<file path="config.mk">
export PLATFORM = sky130hd
export DESIGN_NAME = seq_alu
export DESIGN_NICKNAME = d
export VERILOG_FILES = /design/src/rtl/seq_alu.sv
export SDC_FILE = /design/constraint.sdc
export NUM_CORES = 1
export LEC_CHECK = 0
export CORE_MARGIN = 2
export CORE_UTILIZATION = 45
export CTS_CLUSTER_DIAMETER = 50
export DETAILED_ROUTE_END_ITERATION = 8
export HOLD_SLACK_MARGIN = 0.15
export PLACE_DENSITY = 0.68
export SLEW_MARGIN = 10
export SYNTH_ARGS = -nofsm -noshare
export SYNTH_HDL_FRONTEND = slang
export SYNTH_SLANG_ARGS = --single-unit
</file>
<file path="constraint.sdc">
create_clock -name clk -period 5.4 [get_ports clk]
set_clock_uncertainty 0.1 [all_clocks]
set_input_delay 0.81 -clock clk [delete_from_list [all_inputs] [get_ports clk]]
set_output_delay 0.81 -clock clk [all_outputs]
set_load 0.03 [all_outputs]
</file>
<file path="src/rtl/seq_alu.sv">
`default_nettype none
// ============================================================================
// seq_alu : multi-cycle ALU with valid/ready handshakes, iterative MUL/DIV.
// Divider built only when SEQ_ALU_DIV_EN is defined.        Revision: 1.0
// ============================================================================
module seq_alu #(
  parameter int W = 4
) (
  input  logic           clk,
  input  logic           rst_n,
  input  logic           in_valid,
  output logic           in_ready,
  input  logic [2:0]     op,
  input  logic [W-1:0]   a,
  input  logic [W-1:0]   b,
  output logic           out_valid,
  input  logic           out_ready,
  output logic [2*W-1:0] result,
  output logic [2:0]     flags
);

  localparam int CW = $clog2(W + 1);

  localparam logic [2:0] OP_ADD = 3'd0;
  localparam logic [2:0] OP_SUB = 3'd1;
  localparam logic [2:0] OP_MUL = 3'd2;
  localparam logic [2:0] OP_DIV = 3'd3;
  localparam logic [2:0] OP_AND = 3'd4;
  localparam logic [2:0] OP_OR  = 3'd5;
  localparam logic [2:0] OP_XOR = 3'd6;
  localparam logic [2:0] OP_CMP = 3'd7;

  typedef enum logic [1:0] {
    IDLE = 2'd0,
    BUSY = 2'd1,
    DONE = 2'd2
  } state_t;

  state_t         state, state_nxt;
  logic [W-1:0]   opnd;      // multiplicand for MUL, divisor for DIV
  logic [W-1:0]   acc;       // product high half / partial remainder
  logic [W-1:0]   lo;        // multiplier bits / dividend-then-quotient bits
  logic [CW-1:0]  cnt;
  logic [W-1:0]   acc_nxt, lo_nxt;
  logic [2*W-1:0] quick_res;
  logic           quick_err, quick_carry;
  logic           is_multi;
  logic           iter_last;
  logic [W:0]     mul_sum;

`ifdef SEQ_ALU_DIV_EN
  logic           div_mode;
  logic [W:0]     div_shift, div_trial;
  assign is_multi = (op == OP_MUL) || ((op == OP_DIV) && (b != '0));
`else
  assign is_multi = (op == OP_MUL);
`endif

  assign in_ready  = (state == IDLE);
  assign out_valid = (state == DONE);
  assign iter_last = (cnt == CW'(1));

  // Results for every op that completes on the accept edge.
  always_comb begin
    quick_res   = '0;
    quick_err   = 1'b0;
    quick_carry = 1'b0;
    case (op)
      OP_ADD: begin
        quick_res[W:0] = {1'b0, a} + {1'b0, b};
        quick_carry    = quick_res[W];
      end
      OP_SUB: begin
        quick_res[W:0] = {1'b0, a} - {1'b0, b};
        quick_carry    = (a < b);
      end
      OP_DIV: begin
`ifdef SEQ_ALU_DIV_EN
        quick_res = {a, {W{1'b1}}};
`endif
        quick_err = 1'b1;
      end
      OP_AND: quick_res[W-1:0] = a & b;
      OP_OR:  quick_res[W-1:0] = a | b;
      OP_XOR: quick_res[W-1:0] = a ^ b;
      OP_CMP: begin
        quick_res[0] = (a < b);
        quick_res[1] = (a == b);
      end
      default: ;
    endcase
  end

  // One shift-add or restoring-divide step per BUSY cycle.
  always_comb begin
    mul_sum = {1'b0, acc} + (lo[0] ? {1'b0, opnd} : '0);
    acc_nxt = mul_sum[W:1];
    lo_nxt  = {mul_sum[0], lo[W-1:1]};
`ifdef SEQ_ALU_DIV_EN
    div_shift = {acc, lo[W-1]};
    div_trial = div_shift - {1'b0, opnd};
    if (div_mode) begin
      if (!div_trial[W]) begin
        acc_nxt = div_trial[W-1:0];
        lo_nxt  = {lo[W-2:0], 1'b1};
      end else begin
        acc_nxt = div_shift[W-1:0];
        lo_nxt  = {lo[W-2:0], 1'b0};
      end
    end
`endif
  end

  always_comb begin
    state_nxt = state;
    case (state)
      IDLE:    if (in_valid) state_nxt = is_multi ? BUSY : DONE;
      BUSY:    if (iter_last) state_nxt = DONE;
      DONE:    if (out_ready) state_nxt = IDLE;
      default: state_nxt = IDLE;
    endcase
  end

  always_ff @(posedge clk or negedge rst_n) begin
    if (!rst_n) state <= IDLE;
    else        state <= state_nxt;
  end

  always_ff @(posedge clk or negedge rst_n) begin
    if (!rst_n) begin
      opnd   <= '0;
      acc    <= '0;
      lo     <= '0;
      cnt    <= '0;
      result <= '0;
      flags  <= '0;
`ifdef SEQ_ALU_DIV_EN
      div_mode <= 1'b0;
`endif
    end else begin
      case (state)
        IDLE: if (in_valid) begin
          if (is_multi) begin
            opnd <= (op == OP_MUL) ? a : b;
            lo   <= (op == OP_MUL) ? b : a;
            acc  <= '0;
            cnt  <= CW'(W);
`ifdef SEQ_ALU_DIV_EN
            div_mode <= (op == OP_DIV);
`endif
          end else begin
            result <= quick_res;
            flags  <= {quick_err, quick_carry, (quick_res == '0)};
          end
        end
        BUSY: begin
          acc <= acc_nxt;
          lo  <= lo_nxt;
          cnt <= cnt - CW'(1);
          if (iter_last) begin
            result <= {acc_nxt, lo_nxt};
            flags  <= {2'b00, ({acc_nxt, lo_nxt} == '0)};
          end
        end
        default: ;
      endcase
    end
  end

endmodule
`default_nettype wire

</file>
# Word-level counts from Yosys, hierarchy flattened
# Cells that the tools add are included.
[word_totals]
regBits = 28
input_bits = 15
out_inout_bits = 13
[classes]
n_addsub = 4
order_cmp = 1
n_eq_ne = 16
n_mux = 28
bitwise = 3
n_reduce_logical = 9
[op_table]
columns = ["op", "count"]
rows = [
  ["two-way mux 8 bit", 3],
  ["two-way mux 4 bit", 5],
  ["zero test 8 bit", 2],
  ["one-hot mux 4 bit (2 select lines)", 2],
  ["one-hot mux 8 bit (2 select lines)", 1],
  ["two-way mux 3 bit", 5],
  ["== test 3 bit (second input constant)", 4],
  ["one-hot mux 2 bit (6 select lines)", 1],
  ["one-hot mux 3 bit (2 select lines)", 2],
  ["adder 4 x 4 -> 5 bit", 2],
  ["one-hot mux 2 bit (5 select lines)", 1],
  ["AND reduction 3 bit", 3],
  ["two-way mux 2 bit", 4],
  ["== test 3 x 1 -> 1 bit (second input constant)", 2],
  ["== test 3 x 2 -> 1 bit (second input constant)", 2],
  ["inequality test 2 bit (second input constant)", 3],
  ["one-hot mux 2 bit (3 select lines)", 1],
  ["subtractor 4 x 4 -> 5 bit", 1],
  ["bitwise AND 4 bit", 1],
  ["== test 4 bit", 1],
  ["less-than comparator 4 bit", 1],
  ["inequality test 2 x 1 -> 1 bit (second input constant)", 2],
  ["bitwise OR 4 bit", 1],
  ["one-hot mux 1 bit (2 select lines)", 2],
  ["9 further kinds", 9],
]

# Longest topological paths before layout
[depth]
depth_word = 6
ltp_mapped = 10

# Worst setup path after synthesis
# Ideal clock, no wire load.
[synth_timing]
path_kind = "input port to flip-flop"
startpoint = "input a[0]"
endpoint = "register result[2]"
setup_time_ps = 126
arrival_time_ps = 2396
required_ps = 5174
slack_ps = 2778
stages = 8
path_cell_list = "ha_1 > fa_1 > xor2_1 > mux2i_1 > nand2_1 > a32o_1 > nor3b_1 > a221o_1"
[synth_between]
elab_chain_cells = 5
elab_cells_between_ends = 6
cone_classes = "add/sub (2); mux (4)"
[synth_lines]
columns = ["item", "line_no", "text"]
rows = [
  ["from (decl)", "14", "input logic [W-1:0] a,"],
  ["subtractor 4 x 4 -> 5 bit or adder 4 x 4 -> 5 bit (tied branches)", "74, 70", ""],
  ["one-hot mux 2 bit (5 select lines) *", "68", "case (op)"],
  ["two-way mux 8 bit *", "143", "if (is_multi) begin"],
  ["two-way mux 8 bit *", "142", "IDLE: if (in_valid) begin"],
  ["one-hot mux 8 bit (2 select lines) *", "141", "case (state)"],
  ["to (signal assigned)", "152", "result <= quick_res;"],
  ["to (signal assigned)", "161", "result <= {acc_nxt, lo_nxt};"],
  ["to (decl)", "18", "output logic [2*W-1:0] result,"],
]
# Every way passes the cells marked *; elsewhere a longest branch is shown, timed or not. The select of a mux whose other input is x is not followed.
# A chain may end at the register's enable or synchronous reset.

# Worst setup path after layout
# Same ends and word-level chain as after synthesis.

==> metrics.cfg <==
[status]
status=finished, final reports clean

[place]
place_ws_ns=2.14
dp_hpwl_mm=3.17
gp_congestion=0.911
portBuffers=27

[sta]
setup-violations-final=0
setup_slack_ns=2.43
slew_violations=0
hold_viol_final=0
rsz0062_at_grt=false
fin_tns_setup_ns=0
fin_crit_ns=2.97
fin_crit_sh_pct=54.9
tightest_slew_ns=0.647
fmax_mhz=337
slew_headroom_pct=56.9

[detailed_routing]
drt_iter0_markers=160
num_vias=1584
viasPerCell=5.48
wl_mm=4.12
wire_per_inst_um=14.2
firstDrtPassIters=4
drc=0
ant_nets=0

[worst_setup_path]
cp.required_ns=5.47
cp-end-kind=flop
cp-start-kind=primary input
critPathKind=primary input to flop
path_cells=clkdlybuf4s50_1 -> ha_1 -> fa_1 -> xor2_1 -> mux2i_1 -> nand2_1 -> a32o_1 -> nor3b_1 -> a221o_1
cp.arrival_ns=3.04
cp_max_fo=3
cp_slowest_cell=clkdlybuf4s50_1
max_stage_delay_ns=0.44

[layout]
layout_common_cells=dfrtp_1, clkdlybuf4s50_1, nand2_1, ha_1, inv_1
syn_to_final_growth_pct=17.7
multiInputGateArea_um2=1170
fillCellCount=393
fin_nets=274
final_layout_size_suffix_gt1_share_pct=10.1
final_common_cell=dfrtp_1
final-seq-area_um2=701
antenna_cells=0

[pwr]
clkPwrFrac_pct=14.7
internal_power_mw=0.536
seqPwrFrac_pct=38.7
switching_share_pct=38.9
powerDensity_nw_per_um2=376
leakage_nw=1.09
p_comb_share_pct=46.7
ir_worst_vdd_uv=197
switching_power_mw=0.341

[clock_tree]
htreeDepth=1
clk_path_buf_depth=2
clk_pin_slew_ns=0.09
post_cts_resized=0
tritoncts=built
cts_num_sinks=28
holdBufCountCts=0
clock_latency_ns=0.27
root_buffer=clkbuf_8
cts_setup_buffers=0
cts_made_buffers=3

[synthesis]
syn-num-nets=250
synth_cell_types=47
synth_edf_count=0
ys_seq_area_share_pct=35.3
netlist_area_um2=1980
synth_cells=214
ys_seq_elements=28
syn_area_per_cell_um2=9.27
synthFlopType=dfrtp_1
yosysWarnings=0
synthArstFlopShare_pct=100

[floorplanning]
die-area_um2=4950
initial_core_util_pct=46.2
row_count=24
dieWidth_um=70.4
fp.dieH_um=70.4
io_pins=28
core_um2=4290

[grt]
grt_max_degree=29
grt_pass1_vias=1537
antenna_found_initial=0
grt_usage_pct=18.1
grt_first_pass_wirelength_mm=7.24
gr-total-overflow=0

[job]
cap_viol_max_count=0

[hold_path]
holdCritPathClass=flop to flop

through the flow:
stage                     hold WS, ns  util [%]  power, mW  cells  cell area, um^2
after floorplan                 0.356         -      0.621    214             1980
after global placement          0.367      53.1      0.747    285             2280
after detailed placement        0.373      53.1      0.753    285             2280
after CTS                       0.398      54.4      0.885    289             2330
after global routing            0.420      54.4      0.955    289             2330
final                           0.388      54.4      0.877    289             2330
layer usage:
| metal | vias to the layer above | part of all wire (%) | global-route usage (%) | wire length [um] |
|---|---|---|---|---|
| met1 | 747 | 49 | 26.3 | 2020 |
| met5 | - | 0 | 0 | 0 |
| met2 | 36 | 46 | 28.0 | 1880 |
| met4 | 0 | 0.41 | 3.21 | 17 |
| li1 | 799 | - | - | - |
| met3 | 2 | 4.8 | 3.90 | 199 |
synth_stat cells (all sizes together) (4+ instances only):
master	n	area share, %
a21oi	12	3.8
dfrtp	28	35
o31ai	4	1.5
nand2b	6	1.9
clkbuf	4	0.76
inv	17	3.2
a22oi	5	1.9
a21o	5	1.9
o21ai	14	3.5
nand3	4	1.0
buf	5	1.6
ha	18	11
nand2	18	3.4
mux2	7	4.0
and2	7	2.3
nor2	18	4.2
final timing paths:
path | start | to | slack (ns) | cells after the start
min in group asynchronous | rst_n | flags[2]$_DFFE_PN0P_ | 0.80 | 2
hold / removal | result[0]$_DFFE_PN0P_ | result[0]$_DFFE_PN0P_ | 0.39 | 2
setup / recovery | a[0] | result[2]$_DFFE_PN0P_ | 2.43 | 9
max in group asynchronous | rst_n | lo[1]$_DFFE_PN0P_ | 4.12 | 2
setup reg to reg | state[0]$_DFFE_PN0P_ | flags[0]$_DFFE_PN0P_ | 3.23 | 5
hold reg to reg | result[0]$_DFFE_PN0P_ | result[0]$_DFFE_PN0P_ | 0.39 | 2
registers in the layout, indices dropped and copies added, names as in the netlist:
| signal | flops |
|---|---|
| cnt | 3 |
| acc | 4 |
| lo | 4 |
| opnd | 4 |
| state | 2 |
| result | 8 |
| flags | 3 |
cell type report:
type | count | area share, %
Inverter | 17 | 2.73
Clock buffer | 4 | 2.36
Timing Repair Buffer | 28 | 11.9
Multi-Input combinational cell | 160 | 50.2
Tap cell | 52 | 2.79
Sequential cell | 28 | 30.0
power by group through the flow:
stage	Clock, mW	Sequential (mW)	Combinational, mW
6_report	0.129	0.339	0.409
4_1_cts	0.134	0.340	0.412
3_3_place_gp	0	0.342	0.404
2_1_floorplan	0	0.374	0.247
5_1_grt	0.146	0.354	0.456
3_5_place_dp	0	0.345	0.408
worst max-delay path: cells and delay by family:
kind                       cells  cell delay, ns
adders and majority gates      2            0.69
xor gates and xnor gates       1            0.18
muxes                          1            0.13
AOI/OAI and AO/OA              2            0.57
and+or+nand+nor                2            0.21
buffers and inverters          1            0.44
logic make-up (layout without fill, tap and decap cells):
logic type | Yosys count | after routing | synth area share, %
multiplexers | 9 | 9 | 4.98
AND/OR/NAND/NOR | 69 | 69 | 18.4
AO/OA/AOI/OAI | 57 | 57 | 19.6
adder cells (fa/ha/maj) | 21 | 21 | 14.4
XOR/XNOR | 4 | 4 | 1.77
buffers and inverters | 26 | 49 | 5.55
flip-flops | 28 | 28 | 35.3
(Power assumes the default switching activity.)
==> variant (config.mk and constraints unchanged) <==
`W`: 4 -> 2.
--- a/src/rtl/seq_alu.sv
+++ b/src/rtl/seq_alu.sv
@@ -5,5 +5,5 @@
 // ============================================================================
 module seq_alu #(
-  parameter int W = 4
+  parameter int W = 2
 ) (
   input  logic           clk,
Ports: changed (resized a, b and result); port bits go from 28 to 20. The function was not compared with the original's and may differ.
==> variant against the unedited design <==
  * Critical path depth is the same
  * Register-to-register slack gained 410 ps
  * Highest routed layer unchanged
  * Critical path type unchanged
  * Clock power shrank 46%
  * Die area shrank 43%
  * Sequential cell count shrank 11
  * Power shrank 44%
  * Cell area shrank 44%
  * Setup slack gained 140 ps
  * Area after synthesis shrank 45%
  * Global-route usage grew 0.49 points
  * Routed wire length shrank 49%
==> variant: results (changes against the unedited design) <==
min-delay-start: "flags[1]"
r2r_cells: 6  # +1
via_per_inst: 5.35  # -2.5%
synth.distinct_cells: 30  # -36%
portBuffers: 19  # -30%
wl_met1_um: 983  # -51%
crit_path_end: "result[1]"
cp.arrival_ps: 2920  # -120 ps
startpoint: "a[0]"
worstReg2RegStart: "opnd[0]"
synthAdderAreaFrac: 0.135  # -0.00853
ir_drop_mv: 0.228  # +16%
fin_nets: 153  # -44%
groute.usage.overall: 0.186  # +0.00493
hp-class: "reg2reg"
synth_compound_area_frac: 0.190  # -0.00585
rrSetupSlack_ps: 3640  # +410 ps
post_drt_wl_per_cell_um: 13.2  # -7.2%
hpwl_um: 1640  # -48%
dr.pass1.iters: 7  # +3
final_layout_size_suffix_gt1_frac: 0.0763  # -0.0249
worstMarginPinSlew_ps: 784  # +137 ps
leakagePower_nw: 0.602  # -45%
htree_levels: 1  # unchanged
cts-root-buf: "clkbuf_4"
ys_seq_area_frac: 0.390  # +0.0366
drt_iter0_drc: 13  # -92%
worstSkewPairLatency_ps: 300  # +30 ps
synth_xor_area_frac: 0  # -0.0177
run_status: "finished clean"
synthesis.nets: 132  # -47%
dr_wl_met2_um: 977  # -48%
n_antenna_cell: 0  # unchanged
grt_pass1_wl_um: 3690  # -49%
finalWeightedCongestion: 0.802  # -12%
grt_max_degree: 18  # -38%
synthMuxAreaShare: 0.0390  # -0.0109
synth_common_cells: "17 x dfrtp_1, 14 x nand2_1, 12 x nor2_1, 11 x inv_1, 9 x o21ai_0"
r2r-end: "result[2]"
wl_met3_um: 86  # -57%
cts-resized-gates: 0  # unchanged
grt_pass1_vias: 818  # -47%
yosys-top-cells-area: "dfrtp_1 39%, ha_1 8.0%, fa_1 5.5%"
-- variant: worst min path at each step --
stage,cells after the start,end,slack [ps]
6_report,1,flags[1],390
5_1_grt,1,flags[1],420
4_1_cts,1,flags[1],400
3_5_place_dp,1,flags[1],370
3_3_place_gp,1,flags[1],360
2_1_floorplan,2,opnd[0],340
-- variant: layout make-up --
type                            count  area (µm²)
Timing Repair Buffer               19         190
Fill cell                         220         938
Tap cell                           28        35.0
Clock inverter                      1        5.00
Multi-Input combinational cell     79         593
Clock buffer                        3        22.5
Sequential cell                    17         425
Inverter                           12        45.0
-- variant: critical path, cell delays in order --
cell and delay [ps]:
clkdlybuf4s50_1 480, inv_1 70, ha_1 190, inv_1 60
fa_1 400, mux4_2 470, a2bb2oi_2 180, a211oi_1 90
a21o_1 170
-- variant: per-stage QoR --
step | setup slack [ps] | cell area (µm²) | std cells
2_1_floorplan | 2870 | 1090 | 111
3_3_place_gp | 2310 | 1290 | 155
3_5_place_dp | 2260 | 1290 | 155
4_1_cts | 2580 | 1320 | 159
5_1_grt | 2480 | 1320 | 159
6_report | 2580 | 1320 | 159
-- variant: per-layer routing --
metal,up-vias,global-route usage
li1,419,-
met1,401,0.256
met2,25,0.284
met3,5,0.0169
met4,0,0.103
met5,-,0
-- variant: where the power goes --
part           switching, mW  leakage (nW)  internal (mW)
clock                 0.0421        0.0177         0.0276
combinational          0.128         0.365         0.0959
sequential            0.0287         0.219          0.171
-- variant: cells by family after synthesis --
group,count (synthesis)
multiplexers,3
AND/OR/NAND/NOR,39
AO/OA/AOI/OAI,27
buffers and inverters,15
adder cells (fa/ha/maj),10
flip-flops,17
